## src/rtl/fetch_stage.sv

```systemverilog
// fetch_stage: PC owner, 1/2-byte instruction assembler, one-entry output slot.
// Optional fetch-address bound check: define FETCH_BOUND_CHK_EN.
module fetch_stage #(
    parameter int                ADDR_W    = 8,
    parameter int                DATA_W    = 8,
    parameter logic [ADDR_W-1:0] RESET_PC  = '0,
    parameter logic [ADDR_W-1:0] DATA_BASE = ADDR_W'(128)
) (
    input  logic              clk,
    input  logic              rst,
    output logic [ADDR_W-1:0] i_addr,
    input  logic [DATA_W-1:0] i_data,
    input  logic              redirect_en,
    input  logic [ADDR_W-1:0] redirect_pc,
    output logic              out_valid,
    input  logic              out_ready,
    output logic [DATA_W-1:0] out_opc,
    output logic [DATA_W-1:0] out_operand,
    output logic              out_long,
    output logic [ADDR_W-1:0] out_pc,
    output logic              fetch_fault
);

`ifdef FETCH_BOUND_CHK_EN
    localparam bit BOUND_CHK = 1'b1;
`else
    localparam bit BOUND_CHK = 1'b0;
`endif

    typedef enum logic {B0, B1} state_t;

    state_t            state_q, state_n;
    logic [ADDR_W-1:0] pc_q, pc_n, pc_inc;
    logic [ADDR_W-1:0] part_pc_q, part_pc_n;
    logic [DATA_W-1:0] part_opc_q, part_opc_n;
    logic              out_valid_n, out_long_n;
    logic [DATA_W-1:0] out_opc_n, out_operand_n;
    logic [ADDR_W-1:0] out_pc_n;
    logic              fault_q, fault_n;
    logic              slot_free, is_long, oob;

    assign i_addr      = pc_q;
    assign pc_inc      = pc_q + ADDR_W'(1);
    assign slot_free   = !out_valid || out_ready;
    assign is_long     = (i_data[DATA_W-1 -: 2] == 2'b11);
    assign oob         = BOUND_CHK && (pc_q >= DATA_BASE);
    assign fetch_fault = BOUND_CHK ? fault_q : 1'b0;

    always_comb begin
        state_n       = state_q;
        pc_n          = pc_q;
        part_pc_n     = part_pc_q;
        part_opc_n    = part_opc_q;
        out_valid_n   = out_valid;
        out_long_n    = out_long;
        out_opc_n     = out_opc;
        out_operand_n = out_operand;
        out_pc_n      = out_pc;
        fault_n       = fault_q;

        // Accepted instruction leaves the slot unless replaced below
        if (slot_free)
            out_valid_n = 1'b0;

        if (!fault_q) begin
            if (redirect_en) begin
                pc_n        = redirect_pc;
                state_n     = B0;
                out_valid_n = 1'b0;
                part_opc_n  = '0;
                part_pc_n   = '0;
            end else begin
                unique case (state_q)
                    B0: begin
                        if (is_long || slot_free) begin
                            if (oob) begin
                                fault_n = 1'b1;
                            end else if (is_long) begin
                                part_opc_n = i_data;
                                part_pc_n  = pc_q;
                                pc_n       = pc_inc;
                                state_n    = B1;
                            end else begin
                                out_opc_n     = i_data;
                                out_operand_n = '0;
                                out_long_n    = 1'b0;
                                out_pc_n      = pc_q;
                                out_valid_n   = 1'b1;
                                pc_n          = pc_inc;
                            end
                        end
                    end
                    B1: begin
                        if (slot_free) begin
                            if (oob) begin
                                fault_n = 1'b1;
                            end else begin
                                out_opc_n     = part_opc_q;
                                out_operand_n = i_data;
                                out_long_n    = 1'b1;
                                out_pc_n      = part_pc_q;
                                out_valid_n   = 1'b1;
                                pc_n          = pc_inc;
                                state_n       = B0;
                            end
                        end
                    end
                    default: state_n = B0;
                endcase
            end
        end
    end

    always_ff @(posedge clk or posedge rst) begin
        if (rst) begin
            state_q     <= B0;
            pc_q        <= RESET_PC;
            part_pc_q   <= '0;
            part_opc_q  <= '0;
            out_valid   <= 1'b0;
            out_long    <= 1'b0;
            out_opc     <= '0;
            out_operand <= '0;
            out_pc      <= '0;
            fault_q     <= 1'b0;
        end else begin
            state_q     <= state_n;
            pc_q        <= pc_n;
            part_pc_q   <= part_pc_n;
            part_opc_q  <= part_opc_n;
            out_valid   <= out_valid_n;
            out_long    <= out_long_n;
            out_opc     <= out_opc_n;
            out_operand <= out_operand_n;
            out_pc      <= out_pc_n;
            fault_q     <= fault_n;
        end
    end

endmodule

```

## config.mk

```make
export PLATFORM = sky130hd
export DESIGN_NAME = fetch_stage
export DESIGN_NICKNAME = d
export VERILOG_FILES = /design/src/rtl/fetch_stage.sv
export SDC_FILE = /design/constraint.sdc
export NUM_CORES = 1
export LEC_CHECK = 0
export ABC_AREA = 1
export CAP_MARGIN = 25
export CORE_MARGIN = 2
export CORE_UTILIZATION = 28
export DETAILED_ROUTE_END_ITERATION = 6
export SLEW_MARGIN = 20
export SYNTH_ARGS = -nofsm -noshare
export SYNTH_HDL_FRONTEND = slang
export SYNTH_SLANG_ARGS = --single-unit
```

## constraint.sdc

```tcl
create_clock -name clk -period 1.6 [get_ports clk]
set_input_delay 0.24 -clock clk [delete_from_list [all_inputs] [get_ports clk]]
set_output_delay 0.24 -clock clk [all_outputs]
set_load 0.01 [all_outputs]
```

==> results of run 1 <==
[state kept, by name, indices dropped and copies added, names as in the netlist]
signal       cells
i_addr           8
out_long         1
out_opc          8
out_operand      8
out_pc           8
out_valid        1
part_opc_q       8
part_pc_q        8
state_q          1
[logic make-up after synthesis]
kind of cell / share of synthesized area, %
flip-flops: 54.7
adder cells (fa/ha/maj): 0.536
buffers and inverters: 7.18
other: 0.161
AND/OR/NAND/NOR: 24.7
AO/OA/AOI/OAI: 12.8
[routing by layer]
layer	up-vias	GRT usage, %	routed length [µm]
met3	6	3.00	222
met1	956	17.7	2700
met5	-	0	0
met2	39	23.9	2860
met4	0	2.54	46
li1	1039	-	-
[worst min-delay path: cells and delay by family]
family	cells	cell delay (ps)
buffers and inverters	3	740
[cell usage in the layout, fill, tap and decap left out, drive strengths merged]
cell type      count
a21oi              3
buf               20
clkbuf             6
clkdlybuf4s50     53
clkinv             1
clkinvlp           1
conb               1
dfrtp             51
ha                 1
inv               25
nand2             94
nand3             23
nor2              21
nor3               1
o211ai            16
o21ai             31
o31ai              1
or2                1
[final cells by class]
cell class	count	area, µm²	area share (%)
Clock buffer	6	72.6	2.29
Timing Repair Buffer	73	693	21.8
Tap cell	105	131	4.14
Sequential cell	51	1280	40.3
Inverter	25	93.8	2.96
Multi-Input combinational cell	193	890	28.0
Clock inverter	2	12.5	0.394
[repair_timing]
item | 4_1_cts | 5_1_grt
endpoints found under the setup margin | 0 | 4
resized for setup | 0 | 3
setup buffers | 0 | 2
hold buffers | 0 | 0
[worst paths after layout]
check / to / slack [ps] / startpoint
max in group asynchronous: i_addr[5]$_DFFE_PP0P_ / 1060 / rst
worst max-delay path: i_addr[4] / 60 / i_addr[4]$_DFFE_PP0P_
min in group clk: out_opc[4]$_DFFE_PP0P_ / 490 / out_opc[4]$_DFFE_PP0P_
worst max register to register: out_operand[2]$_DFFE_PP0P_ / 260 / state_q$_DFF_PP0_
worst min register to register: out_opc[4]$_DFFE_PP0P_ / 490 / out_opc[4]$_DFFE_PP0P_
worst min-delay path: out_long$_DFFE_PP0P_ / 300 / rst
[per-stage QoR]
step	TNS (ps)	hold WS, ps	cell area [µm²]
after floorplan	0	381	2330
after global placement	0	467	3070
final	0	298	3170
after global routing	0	313	3170
after CTS	0	304	3150
after detailed placement	-38.7	469	3070
[power breakdown]
group / total, mW / switching [mW] / internal, mW
sequential: 1.57 / 0.118 / 1.46
combinational: 0.856 / 0.419 / 0.438
clock: 0.731 / 0.424 / 0.307
==> impl_metrics.ini, run 1 <==
[run_status]
status = finished, final reports clean

[pwr]
p_leak_nw = 1.55
power.density_nw_per_um2 = 996
power_mw = 3.16
vdd_ir_drop_max_mv = 0.365

[routing]
drt-initial-drc-count = 68
first_pass_iters = 4
viasPerCell = 4.48
num_vias = 2040
postRouteAntennaNets = 0
finalWirelength_um = 5830
drc_errors = 0
wl_per_cell_um = 12.8

[synthesis]
syn-instance-count = 284
synth.distinct_cells = 21
synthMostInstantiatedCell = nand2_1
ys.flop_type = dfrtp_1
syn_area_um2 = 2330
syn_nets = 305
yosys-top-cells-count = nand2_1, dfrtp_1, o21ai_0, inv_1, nand3_1
synth-edff-count = 0
synthArstFlopShare_pct = 100
yosys.area.top_type_share_pct = 54.7
yosysTopAreaCell = dfrtp_1
ys_seq_area_share_pct = 54.7
netlist_top_cells_area = dfrtp_1, nand2_1, o21ai_0
yosysWarnings = 0
synth_area_per_cell_um2 = 8.22
ys_seq_elements = 51

[clock_tree]
path_clk_slew_ps = 90
numCtsBuffers = 5
htreeDepth = 2
clkSinkCount = 51
clk_path_buf_depth = 2
cts_tree = yes
insertion_delay_ps = 300
root_buffer = clkbuf_8

[timing]
final_hold_viol_count = 0
setup_viol = 0
period_share_pct = 96.0
skew_ps = 7.94
final_max_slew_viol_count = 0
fmax_ghz = 0.651
worst_slack_ps = 64.5
layout_min_cycle_time_ps = 1540
grt_setup_unrepaired = no

[floorplanning]
rows = 33
core_area_um2 = 8130
initial_core_util_pct = 28.7
dieWidth_um = 95.3
die_area_um2 = 9080
ios = 55
die_height_um = 95.3

[global_route]
grt_max_degree = 52
grtUsageTotal_pct = 13.8
grt_pass1_vias = 2051
overflow = 0
grt_pass1_wl_um = 9820
antenna_found_initial = 0

[setup_path]
cpMaxStageDelayCell = clkdlybuf4s50_1
cp.required_ps = 1360
path_max_fanout = 5
path_depth = 1
path_delay_family = buffers and inverters
crit_type = flop to output port
critPathCaptureType = output port
path_buf_inv = 1
worst_path_largest_cell_delay_ps = 560
critPathLaunchType = flop
worstPathArrival_ps = 1300
rr_worst_depth = 8
cp_cell_sequence = clkdlybuf4s50_1

[placed_design]
finalWeightedCongestion = 0.766
dp.cells = 445
port_buffers = 53
dp_hpwl_um = 4200
place_ws_ps = -15.1

[job]
drv_cap = 0

[final_layout]
fin_util_pct = 39.0
antenna_cells = 0
final_nets = 370
nFillCells = 829
syn_to_final_growth_pct = 36.0
drive_above_1_share_pct = 10.3
fin_cells = 455

[hold_path]
min_path_type = input pin to asynchronous set/reset pin
No activity file was read; power rests on OpenSTA's default activity.
==> inputs of run 2 (changes only) <==
- ABC_AREA: 1 -> default
- clock period: 1.6 -> 1.4 ns (I/O delays scaled with it)
==> impl_metrics.ini, run 2 <==
[run_status]
status = complete, but fails checks
failed_checks = setup timing

[routing]
wl_per_cell_um = 14.6
first_pass_iters = 4
drc_errors = 0
viasPerCell = 4.63
drt-initial-drc-count = 122
num_vias = 1955
postRouteAntennaNets = 0
finalWirelength_um = 6170

[clock_tree]
path_clk_slew_ps = 100
clk_path_buf_depth = 2
numCtsBuffers = 5
insertion_delay_ps = 310
clkSinkCount = 51
htreeDepth = 2
cts_tree = yes
root_buffer = clkbuf_8

[setup_path]
cp_cell_sequence = and3b_2 > or3_4 > clkbuf_16 > nand2_2 > o21ai_2
critPathLaunchType = flop
rr_worst_depth = 5
critPathCaptureType = flop
worst_path_largest_cell_delay_ps = 490
cp.required_ps = 1600
crit_type = flop to flop
path_max_fanout = 10
worstPathArrival_ps = 1820
cpMaxStageDelayCell = or3_4

[final_layout]
fin_util_pct = 44.6
layout_commonest_cell = dfrtp_1
final_nets = 337
final_cell_mix = dfrtp_1, nand2_1, dlygate4sd2_1
drive_above_1_share_pct = 33.8
antenna_cells = 0
syn_to_final_growth_pct = 55.5

[synthesis]
synthMostInstantiatedCell = nand2_1
yosys-top-cells-count = nand2_1, dfrtp_1, mux2i_1, a21oi_1, o21ai_2
yosysWarnings = 0
syn-instance-count = 234
syn_area_um2 = 2350
synth-edff-count = 0
ys.flop_type = dfrtp_1
syn_nets = 255
yosysTopAreaCell = dfrtp_1
yosys.area.top_type_share_pct = 54.4
synthArstFlopShare_pct = 100
ys_seq_elements = 51
ys_seq_area_share_pct = 54.4
synth_area_per_cell_um2 = 10.0
netlist_top_cells_area = dfrtp_1, nand2_1, mux2i_1
synth.distinct_cells = 30

[placed_design]
finalWeightedCongestion = 0.719
port_buffers = 53
dp_hpwl_um = 3970

[floorplanning]
dieWidth_um = 95.5
die_height_um = 95.5
ios = 55
initial_core_util_pct = 28.7
die_area_um2 = 9130
rows = 33
core_area_um2 = 8180

[timing]
final_max_slew_viol_count = 0
layout_min_cycle_time_ps = 1610
period_share_pct = 115
fmax_ghz = 0.620
final_hold_viol_count = 0
setup_viol = 43
worst_slack_ps = -212
grt_setup_unrepaired = yes
skew_ps = 9.22

[global_route]
grt_max_degree = 24
grt_pass1_wl_um = 9520
grtUsageTotal_pct = 13.5
antenna_found_initial = 0
overflow = 0
grt_pass1_vias = 1928

[pwr]
vdd_ir_drop_max_mv = 0.471
power.density_nw_per_um2 = 1010
p_leak_nw = 1.70
power_mw = 3.69

[hold_path]
min_path_type = input pin to asynchronous set/reset pin

[job]
drv_cap = 0
[run 2: changes by cell type after synthesis, moves of 15 or more]
cell / change
mux2i_1: +17
nand3_1: -15
o211ai_1: -15
nand2_1: -23
inv_1: -23
o21ai_0: -25
nor2_1: -15
o21ai_2: +15
[run 2: final cells by class]
cell class | instances | area, µm²
fill | 786 | 4530
sequential | 51 | 1280
multi-input combinational | 164 | 1170
timing repair buffer | 93 | 967
tap | 105 | 131
clock buffer | 5 | 68.8
clock inverter | 3 | 25.0
inverter | 1 | 7.51
[run 2: timing repair]
| item | in CTS | in global routing |
|---|---|---|
| endpoints found under the setup margin | 72 | 42 |
| setup buffers | 12 | 1 |
| resized for setup | 56 | 40 |
| pin swaps | 7 | 23 |
| hold endpoints to repair | 0 | 0 |
| gates cloned | 1 | 4 |
| hold buffers | 0 | 0 |
[run 2: logic make-up (layout without fill, tap and decap cells)]
group / after synthesis / in the layout / synth area share (%)
AND/OR/NAND/NOR: 90 / 90 / 15.8
flip-flops: 51 / 51 / 54.4
AO/OA/AOI/OAI: 45 / 45 / 12.6
XOR/XNOR: 7 / 7 / 2.61
multiplexers: 20 / 20 / 8.69
adder cells (fa/ha/maj): 1 / 1 / 0.533
other: 1 / 1 / 0.160
buffers and inverters: 19 / 102 / 5.12
[run 2: report_power, final]
part | total, mW | switching (mW) | internal [mW]
registers | 1.76 | 0.127 | 1.63
clock network | 0.869 | 0.511 | 0.358
logic | 1.07 | 0.513 | 0.557
total | 3.69 | 1.15 | 2.54
[run 2: worst paths after layout]
kind	endpoint	start	slack (ps)
min reg2reg	out_opc[0]$_DFFE_PP0P_	out_opc[0]$_DFFE_PP0P_	480
max reg2reg	out_opc[4]$_DFFE_PP0P_	state_q$_DFF_PP0_	-210
max	out_opc[4]$_DFFE_PP0P_	state_q$_DFF_PP0_	-210
min in group clk	i_addr[3]$_DFFE_PP0P_	redirect_pc[3]	460
max in group asynchronous	i_addr[4]$_DFFE_PP0P_	rst	760
min	part_opc_q[4]$_DFFE_PP0P_	rst	210
[run 2: stage by stage]
step	hold slack [ps]	setup TNS, ps	std cells	cell area, µm²	setup WS [ps]
after floorplan	259	-5230	234	2390	-215
after global placement	458	-15320	396	3140	-451
after detailed placement	457	-16490	396	3140	-468
after CTS	220	-3100	417	3380	-150
after global routing	231	-6830	422	3650	-233
final	213	-5140	422	3650	-212
[run 2: metal layers]
layer / vias to the layer above / wire [µm] / GRT usage, %
met2: 58 / 3080 / 22.5
met1: 934 / 2680 / 17.7
met5: - / 0 / 0
li1: 954 / - / -
met3: 9 / 322 / 3.00
met4: 0 / 84 / 3.81
[run 2: critical path: cells and delay by family (launching register included)]
family	cells	cell delay [ps]
compound gates	1	50
buf+inv	1	210
flops	1	410
simple gates	3	830
